## config.mk

```make
export PLATFORM = sky130hd
export DESIGN_NAME = mul_prec_lanes
export DESIGN_NICKNAME = d
export VERILOG_FILES = /design/src/rtl/mul_prec_lanes.sv
export SDC_FILE = /design/constraint.sdc
export NUM_CORES = 2
export LEC_CHECK = 0
export ABC_AREA = 0
export CAP_MARGIN = 20
export CORE_MARGIN = 2
export CORE_UTILIZATION = 33
export CTS_BUF_LIST = sky130_fd_sc_hd__clkbuf_8
export CTS_CLUSTER_SIZE = 14
export DETAILED_ROUTE_END_ITERATION = 10
export PLACE_DENSITY = 0.51
export SETUP_SLACK_MARGIN = 0.5
export SYNTH_ARGS = -nofsm -noshare
export SYNTH_HDL_FRONTEND = slang
export SYNTH_SLANG_ARGS = --single-unit
```

## constraint.sdc

```tcl
create_clock -name clk -period 10.5 [get_ports clk]
set_input_delay 2.1 -clock clk [delete_from_list [all_inputs] [get_ports clk]]
set_output_delay 2.1 -clock clk [all_outputs]
set_load 0.05 [all_outputs]
```

## src/rtl/mul_prec_lanes.sv

```systemverilog
// Multi-lane signed Q0.(WIDTH-1) multiplier with per-transaction output precision and a
// global-stall valid/ready pipeline. Define MUL_ROUND_EN to round modes 0 and 1 half-up.
module mul_prec_lanes #(
  parameter int WIDTH  = 16,
  parameter int LANES  = 4,
  parameter int STAGES = 3,
  parameter int TAG_W  = 4
) (
  input  logic                     clk,
  input  logic                     rst,
  input  logic                     in_valid,
  output logic                     in_ready,
  input  logic [LANES*WIDTH-1:0]   in_a,
  input  logic [LANES*WIDTH-1:0]   in_b,
  input  logic [1:0]               in_mode,
  input  logic [TAG_W-1:0]         in_tag,
  output logic                     out_valid,
  input  logic                     out_ready,
  output logic [LANES*2*WIDTH-1:0] out_data,
  output logic [1:0]               out_mode,
  output logic [TAG_W-1:0]         out_tag,
  output logic                     busy
);

  localparam int PW   = 2 * WIDTH;
  localparam int DW   = LANES * WIDTH;
  localparam int OW   = LANES * PW;
  localparam int PD   = (STAGES > 2) ? STAGES - 2 : 1;
  localparam int LAST = STAGES - 1;

  logic              advance;
  logic [STAGES-1:0] vld_q, vld_d;
  logic [1:0]        mode_q [STAGES];
  logic [1:0]        mode_d [STAGES];
  logic [TAG_W-1:0]  tag_q  [STAGES];
  logic [TAG_W-1:0]  tag_d  [STAGES];
  logic [DW-1:0]     a_q, a_d, b_q, b_d;
  logic [OW-1:0]     prod_q [PD];
  logic [OW-1:0]     prod_d [PD];
  logic [OW-1:0]     prod_c, fmt_src, fmt_c, data_q, data_d;

  function automatic logic [PW-1:0] mul_lane(input logic [WIDTH-1:0] a,
                                             input logic [WIDTH-1:0] b);
    logic signed [PW-1:0] p;
    p = $signed({{WIDTH{a[WIDTH-1]}}, a}) * $signed({{WIDTH{b[WIDTH-1]}}, b});
    return p;
  endfunction

  // Select the Q1.x window of the Q1.(2W-2) product and sign-extend it back to 2W bits.
  function automatic logic [PW-1:0] fmt_lane(input logic [PW-1:0] p, input logic [1:0] m);
    logic [PW-1:0] r;
    case (m)
      2'd0:    r = {{(PW-8){p[PW-1]}}, p[PW-1 -: 8]};
      2'd1:    r = {{WIDTH{p[PW-1]}}, p[PW-1 -: WIDTH]};
      default: r = p;
    endcase
`ifdef MUL_ROUND_EN
    case (m)
      2'd0:    r = r + PW'(p[PW-9]);
      2'd1:    r = r + PW'(p[WIDTH-1]);
      default: ;
    endcase
`endif
    return r;
  endfunction

  always_comb begin
    prod_c = '0;
    for (int i = 0; i < LANES; i++)
      prod_c[i*PW +: PW] = mul_lane(a_q[i*WIDTH +: WIDTH], b_q[i*WIDTH +: WIDTH]);
  end

  assign fmt_src = (STAGES > 2) ? prod_q[PD-1] : prod_c;

  always_comb begin
    fmt_c = '0;
    for (int i = 0; i < LANES; i++)
      fmt_c[i*PW +: PW] = fmt_lane(fmt_src[i*PW +: PW], mode_q[LAST-1]);
  end

  // NOTE: every next-state signal gets a hold default before the conditional updates,
  // so no path through this block leaves a variable unassigned (no latches).
  always_comb begin
    advance = !vld_q[LAST] || out_ready;
    vld_d   = vld_q;
    mode_d  = mode_q;
    tag_d   = tag_q;
    a_d     = a_q;
    b_d     = b_q;
    prod_d  = prod_q;
    data_d  = data_q;
    if (advance) begin
      vld_d = {vld_q[STAGES-2:0], in_valid};
      if (in_valid) begin
        a_d       = in_a;
        b_d       = in_b;
        mode_d[0] = (in_mode == 2'd3) ? 2'd2 : in_mode;
        tag_d[0]  = in_tag;
      end
      for (int s = 1; s < LAST; s++) begin
        mode_d[s] = mode_q[s-1];
        tag_d[s]  = tag_q[s-1];
      end
      prod_d[0] = prod_c;
      for (int s = 1; s < PD; s++) prod_d[s] = prod_q[s-1];
      // Output registers only load real items, so an idle block keeps its last result.
      if (vld_q[LAST-1]) begin
        data_d       = fmt_c;
        mode_d[LAST] = mode_q[LAST-1];
        tag_d[LAST]  = tag_q[LAST-1];
      end
    end
  end

  // NOTE: only valid bits and output-visible registers are reset; operand and product
  // stages are always qualified by their valid bit, so resetting them buys nothing.
  always_ff @(posedge clk) begin
    if (rst) begin
      vld_q  <= '0;
      data_q <= '0;
      mode_q <= '{default: '0};
      tag_q  <= '{default: '0};
    end else begin
      vld_q  <= vld_d;
      data_q <= data_d;
      mode_q <= mode_d;
      tag_q  <= tag_d;
    end
  end

  always_ff @(posedge clk) begin
    a_q    <= a_d;
    b_q    <= b_d;
    prod_q <= prod_d;
  end

  assign in_ready  = advance;
  assign out_valid = vld_q[LAST];
  assign out_data  = data_q;
  assign out_mode  = mode_q[LAST];
  assign out_tag   = tag_q[LAST];
  assign busy      = |vld_q;

endmodule
```

# Yosys cells after proc, flatten, opt, wreduce, memory -nomap -nowiden
# Cells that the tools add are included.
[op_classes]
multipliers = 4
mux = 5
reduce_logical = 6
eq_ne = 2
[ops]
columns = ["operator", "count"]
rows = [
  ["31-bit one-hot mux with 2 select lines", 4],
  ["16-bit by 16-bit multiplier with 32-bit output", 4],
  ["2-bit AND reduction", 2],
  ["3-bit OR reduction", 1],
  ["2-bit by 1-bit == test with 1-bit output (second input constant)", 1],
  ["2-bit == test (second input constant)", 1],
  ["2-bit logical NOT", 1],
  ["2-bit two-way mux", 1],
  ["1-bit logical NOT", 1],
  ["1-bit logical OR", 1],
]
[word_totals]
elab_cells = 28
ff_bits = 405
input_bits = 138
out_inout_bits = 137

# Logic depth before layout (Yosys ltp)
[logic_depth]
word_depth = 3
depth_mapped = 23
depth_no_buf = 22

# Worst setup path before layout
# OpenSTA, ideal clock, no wires.
[synth_path]
path_type = "input to register"
from = "input out_ready"
to = "register a_q[0] (enable)"
setup_ns = 0.480
setup_slack_ns = -0.300
required_ns = 10.020
n_path_buf = 2
arrival_time_ns = 10.320
stages = 6
path_cell_list = "nor2b_1 -> clkbuf_1 -> inv_1 -> clkbuf_1 -> nand2_1 -> inv_1"
[synth_via]
elab_chain_len = 2
[synth_rtl]
columns = ["element", "line_no", "rtl"]
rows = [
  ["start, declared", "18", "input logic out_ready,"],
  ["1-bit logical OR", "84", "advance = !vld_q[LAST] || out_ready;"],
  ["net in_ready", "12", "output logic in_ready,"],
  ["2-bit AND reduction (no line)", "n/a", ""],
  ["end signal, assigned", "132", "a_q <= a_d;"],
  ["end, declared", "37", "logic [DW-1:0] a_q, a_d, b_q, b_d;"],
]
# The timed path passes the listed nets, and every way through them passes these cells.
# A chain may end at the register's enable or synchronous reset.

# Final worst setup path
[layout_path]
from = "register b_q[1]"
to = "register prod_q (netlist bit fmt_src[31]) (data pin)"
[layout_via]
elab_chain_len = 1
[layout_rtl]
columns = ["element", "line_no", "rtl"]
rows = [
  ["start, declared", "37", ""],
  ["start signal, assigned", "133", "b_q <= b_d;"],
  ["16-bit by 16-bit multiplier with 32-bit output", "45", "p = $signed({{WIDTH{a[WIDTH-1]}}, a}) * $signed({{WIDTH{b[WIDTH-1]}}, b});"],
  ["net prod_c[31]", "40", "logic [OW-1:0] prod_c, fmt_src, fmt_c, data_q, data_d;"],
  ["end signal, assigned", "134", "prod_q <= prod_d;"],
  ["end, declared", "38", "logic [OW-1:0] prod_q [PD];"],
]
# The timed path passes the listed nets, and every way through them passes these cells.

==> tab_implementation.tex <==
\begin{tabular}{lr}
\hline
Metric & Value \\
\hline
\multicolumn{2}{l}{\textbf{Run status}} \\
Run status & completed \\
\multicolumn{2}{l}{\textbf{Timing}} \\
Minimum period implied by the final worst setup slack & 6940 ps \\
Final slew viol count & 0 \\
Timing-limited maximum frequency & 0.144 GHz \\
Setup repair after global routing missed its margin & false \\
Count of endpoints failing hold in the final timing report & 0 \\
Total setup violations reported at the end of the flow & 0 \\
Clock Skew & between 70 and 80 ps \\
Summed negative setup slack over all endpoints & 0 ps \\
Least-Margin Pin Slew & 1130 ps \\
Worst Hold Slack & between 400 and 500 ps \\
Worst rel slew slack & roughly a quarter \\
Part of the cycle the worst path needs & 66.1\% \\
\multicolumn{2}{l}{\textbf{Synthesis}} \\
Cell Area, Synth & 0.0534 mm2 \\
Synth Warn \# & 0 \\
Synthesized area divided by synthesized cell count & slightly below 10 um2 \\
Number of synthesized flops with an enable pin & about 260 \\
Proportion of synthesized chip area in sequential cells & around 20\% \\
Synthesized net count & about 7000 \\
Unique cell type count in the Yosys netlist & between 60 and 70 \\
Count of state elements after synthesis & roughly 410 \\
Most used flip-flop cell after synthesis & edfxtp\_1 \\
Proportion of synthesized flip-flops having asynchronous set or reset & 0\% \\
Gate count after technology mapping & roughly 5500 \\
\multicolumn{2}{l}{\textbf{Die}} \\
Die Wd & roughly 410 um \\
Vert. Die Dim & $\sim$410 um \\
Standard-cell row count & around 150 \\
Starting density of the core & 33.3\% \\
Number of top-level pins & $\sim$280 \\
Core footprint & 0.161 mm2 \\
Overall die area & 0.165 mm2 \\
\multicolumn{2}{l}{\textbf{GRT}} \\
Number of global-route vias before repair & approximately 40000 \\
GRT Overall Usage & 18.5\% \\
Largest net degree at the start of global routing & between 80 and 90 \\
Antenna violations before repair & 9 \\
Global-route wire length before repair & about 230000 um \\
Overflow left after global routing & 0 \\
\multicolumn{2}{l}{\textbf{Cells and area}} \\
Area Growth Syn to Fin & 12.5\% \\
Area of all placed cells without fillers & 0.0601 mm2 \\
Number of nets in the layout & between 7000 and 8000 \\
Most common cell after layout, fill and taps aside & inv\_1 \\
Layout cell share with drive strength beyond 1 & 2.92\% \\
Fraction of the core area covered by cells at the end of the flow & between 30\% and 40\% \\
Most used cells in the layout excluding fill and tap cells & 1203 x inv\_1, 1048 x fa\_1, 732 x nand2\_1 \\
\multicolumn{2}{l}{\textbf{Placement}} \\
GPL Wtd Cong & approximately 0.87 \\
Post-DP HPWL & around 120000 um \\
Placed standard-cell area & about 0.058 mm2 \\
IO buf count & about 270 \\
\multicolumn{2}{l}{\textbf{Setup path}} \\
Crit-path max FO & 16 \\
Reg2Reg Launch Point & b\_q[1] \\
Critical Path Start & b\_q[1] \\
Type of the setup path with the least slack & reg -> reg \\
Kind of start point of the critical path & flop \\
Nature of the critical path endpoint & flop \\
Required time reported for the critical path endpoint & 11040 ps \\
Data arrival at the endpoint of the critical path & between 7000 and 8000 ps \\
\multicolumn{2}{l}{\textbf{Routing}} \\
DRC violation count after routing & 0 \\
Total wire length after detailed routing & 148000 um \\
Routed via count & $\sim$37000 \\
Remaining antenna violation count & 0 \\
Mean number of vias per cell & roughly 4.7 \\
Router iterations before antenna repair & 5 \\
Starting DRT DRC Count & between 2000 and 2500 \\
Wirelength per Cell & between 15 and 20 um \\
\multicolumn{2}{l}{\textbf{Clock tree}} \\
CTS-repair resized insts & 0 \\
CTS tree & built \\
Max Buffers Root-to-Sink & 3 \\
Cts-stage hold buffer count & 0 \\
Root buffer cell & clkbuf\_8 \\
Clock transition time at the flip-flop clock pins of the worst setup and hold paths & about 60 ps \\
Clock latency of the later-clocked register in the worst-skew pair & between 800 and 900 ps \\
TritonCTS Buffers & 84 \\
Clock H-tree levels & 3 \\
Number of clock sinks & 405 \\
Count of buffers added by post-CTS timing repair for setup & 0 \\
\multicolumn{2}{l}{\textbf{Min path}} \\
Critical hold path startpoint & out\_data[65] \\
Classification of the worst-slack hold path & reg -> reg \\
\multicolumn{2}{l}{\textbf{Job}} \\
Max-cap violation count & 0 \\
\hline
\end{tabular}
-- area by class of cell --
cell class                      instances  area, um2
Fill cell                           16100     100000
Multi-Input combinational cell       3663      37500
Sequential cell                       405      10700
Inverter                             1177       4430
Timing Repair Buffer                  292       2890
Tap cell                             2160       2700
Clock buffer                           97       1340
Clock inverter                         60        612
Antenna cell                            4       10.0
-- worst max-delay path, cell delays in order, from the launching register on --
cell	delay (ps)
edfxtp_1	610
nand2_1	200
inv_1	100
fa_1	640
fa_1	870
fa_1	520
fa_1	500
fa_1	500
inv_1	50
fa_1	470
inv_1	40
ha_1	330
o21a_1	220
a2111oi_1	550
o41ai_1	220
a2111oi_0	440
o21bai_1	130
a21oi_1	180
xnor2_1	80
-- flip-flops by register name, summed over array words and instances, names as in the netlist --
name / cells
out_data: 128
b_q: 64
out_tag: 4
tag_q: 8
vld_q: 3
mode_q: 4
a_q: 64
out_mode: 2
fmt_src: 128
-- kinds of logic after synthesis --
group / Yosys count / synth area share [%]
flops: 405 / 20.0
xor+xnor: 139 / 2.28
simple gates: 1602 / 14.3
buf+inv: 1404 / 9.92
compound gates: 516 / 6.04
fa+ha+maj: 1376 / 47.0
mux: 30 / 0.562
-- cell usage after synthesis (all sizes together) (6+ instances only) --
library cell	number	area [um2]
o21ai	104	520
nand2	733	2750
and3	6	37.5
xnor2	111	972
nand3	28	140
mux2i	30	300
nor3	90	450
buf	28	136
ha	328	4100
o211ai	7	52.6
a21oi	194	975
nor2b	13	81.3
o21bai	15	113
inv	1177	4420
fa	1048	21000
nor4	9	56.3
nand4	7	43.8
clkbuf	199	747
dfxtp	149	2980
a31oi	11	75.1
a211oi	77	578
a21o	33	248
or3	6	37.5
and2	504	3150
o21a	24	180
nand2b	23	144
xor2	28	245
edfxtp	256	7690
nor2	173	649
-- metrics by stage --
| stage | setup slack (ps) | cells |
|---|---|---|
| after global placement | 3580 | 7694 |
| after floorplan | 2440 | 5472 |
| after CTS | 3550 | 7854 |
| after detailed placement | 3580 | 7697 |
| final | 3560 | 7858 |
| after global routing | 3140 | 7858 |
-- final timing paths --
check	endpoint	slack, ps	cells past startpoint
worst max-delay path	fmt_src[31]	3560	18
worst min-delay path	out_data[65]	460	2
worst min register to register	out_data[65]	460	2
worst max register to register	fmt_src[31]	3560	18
-- metal layers --
metal	GRT usage (%)	vias up	wire length, um
li1	-	17000	-
met1	26.1	18900	69000
met2	29.0	773	66100
met3	3.93	182	8890
met4	4.88	4	3790
met5	0	-	22
Power is left out: the tool's default activity adds up to more than one toggle a clock period on the data nets, which glitch-free logic cannot reach.
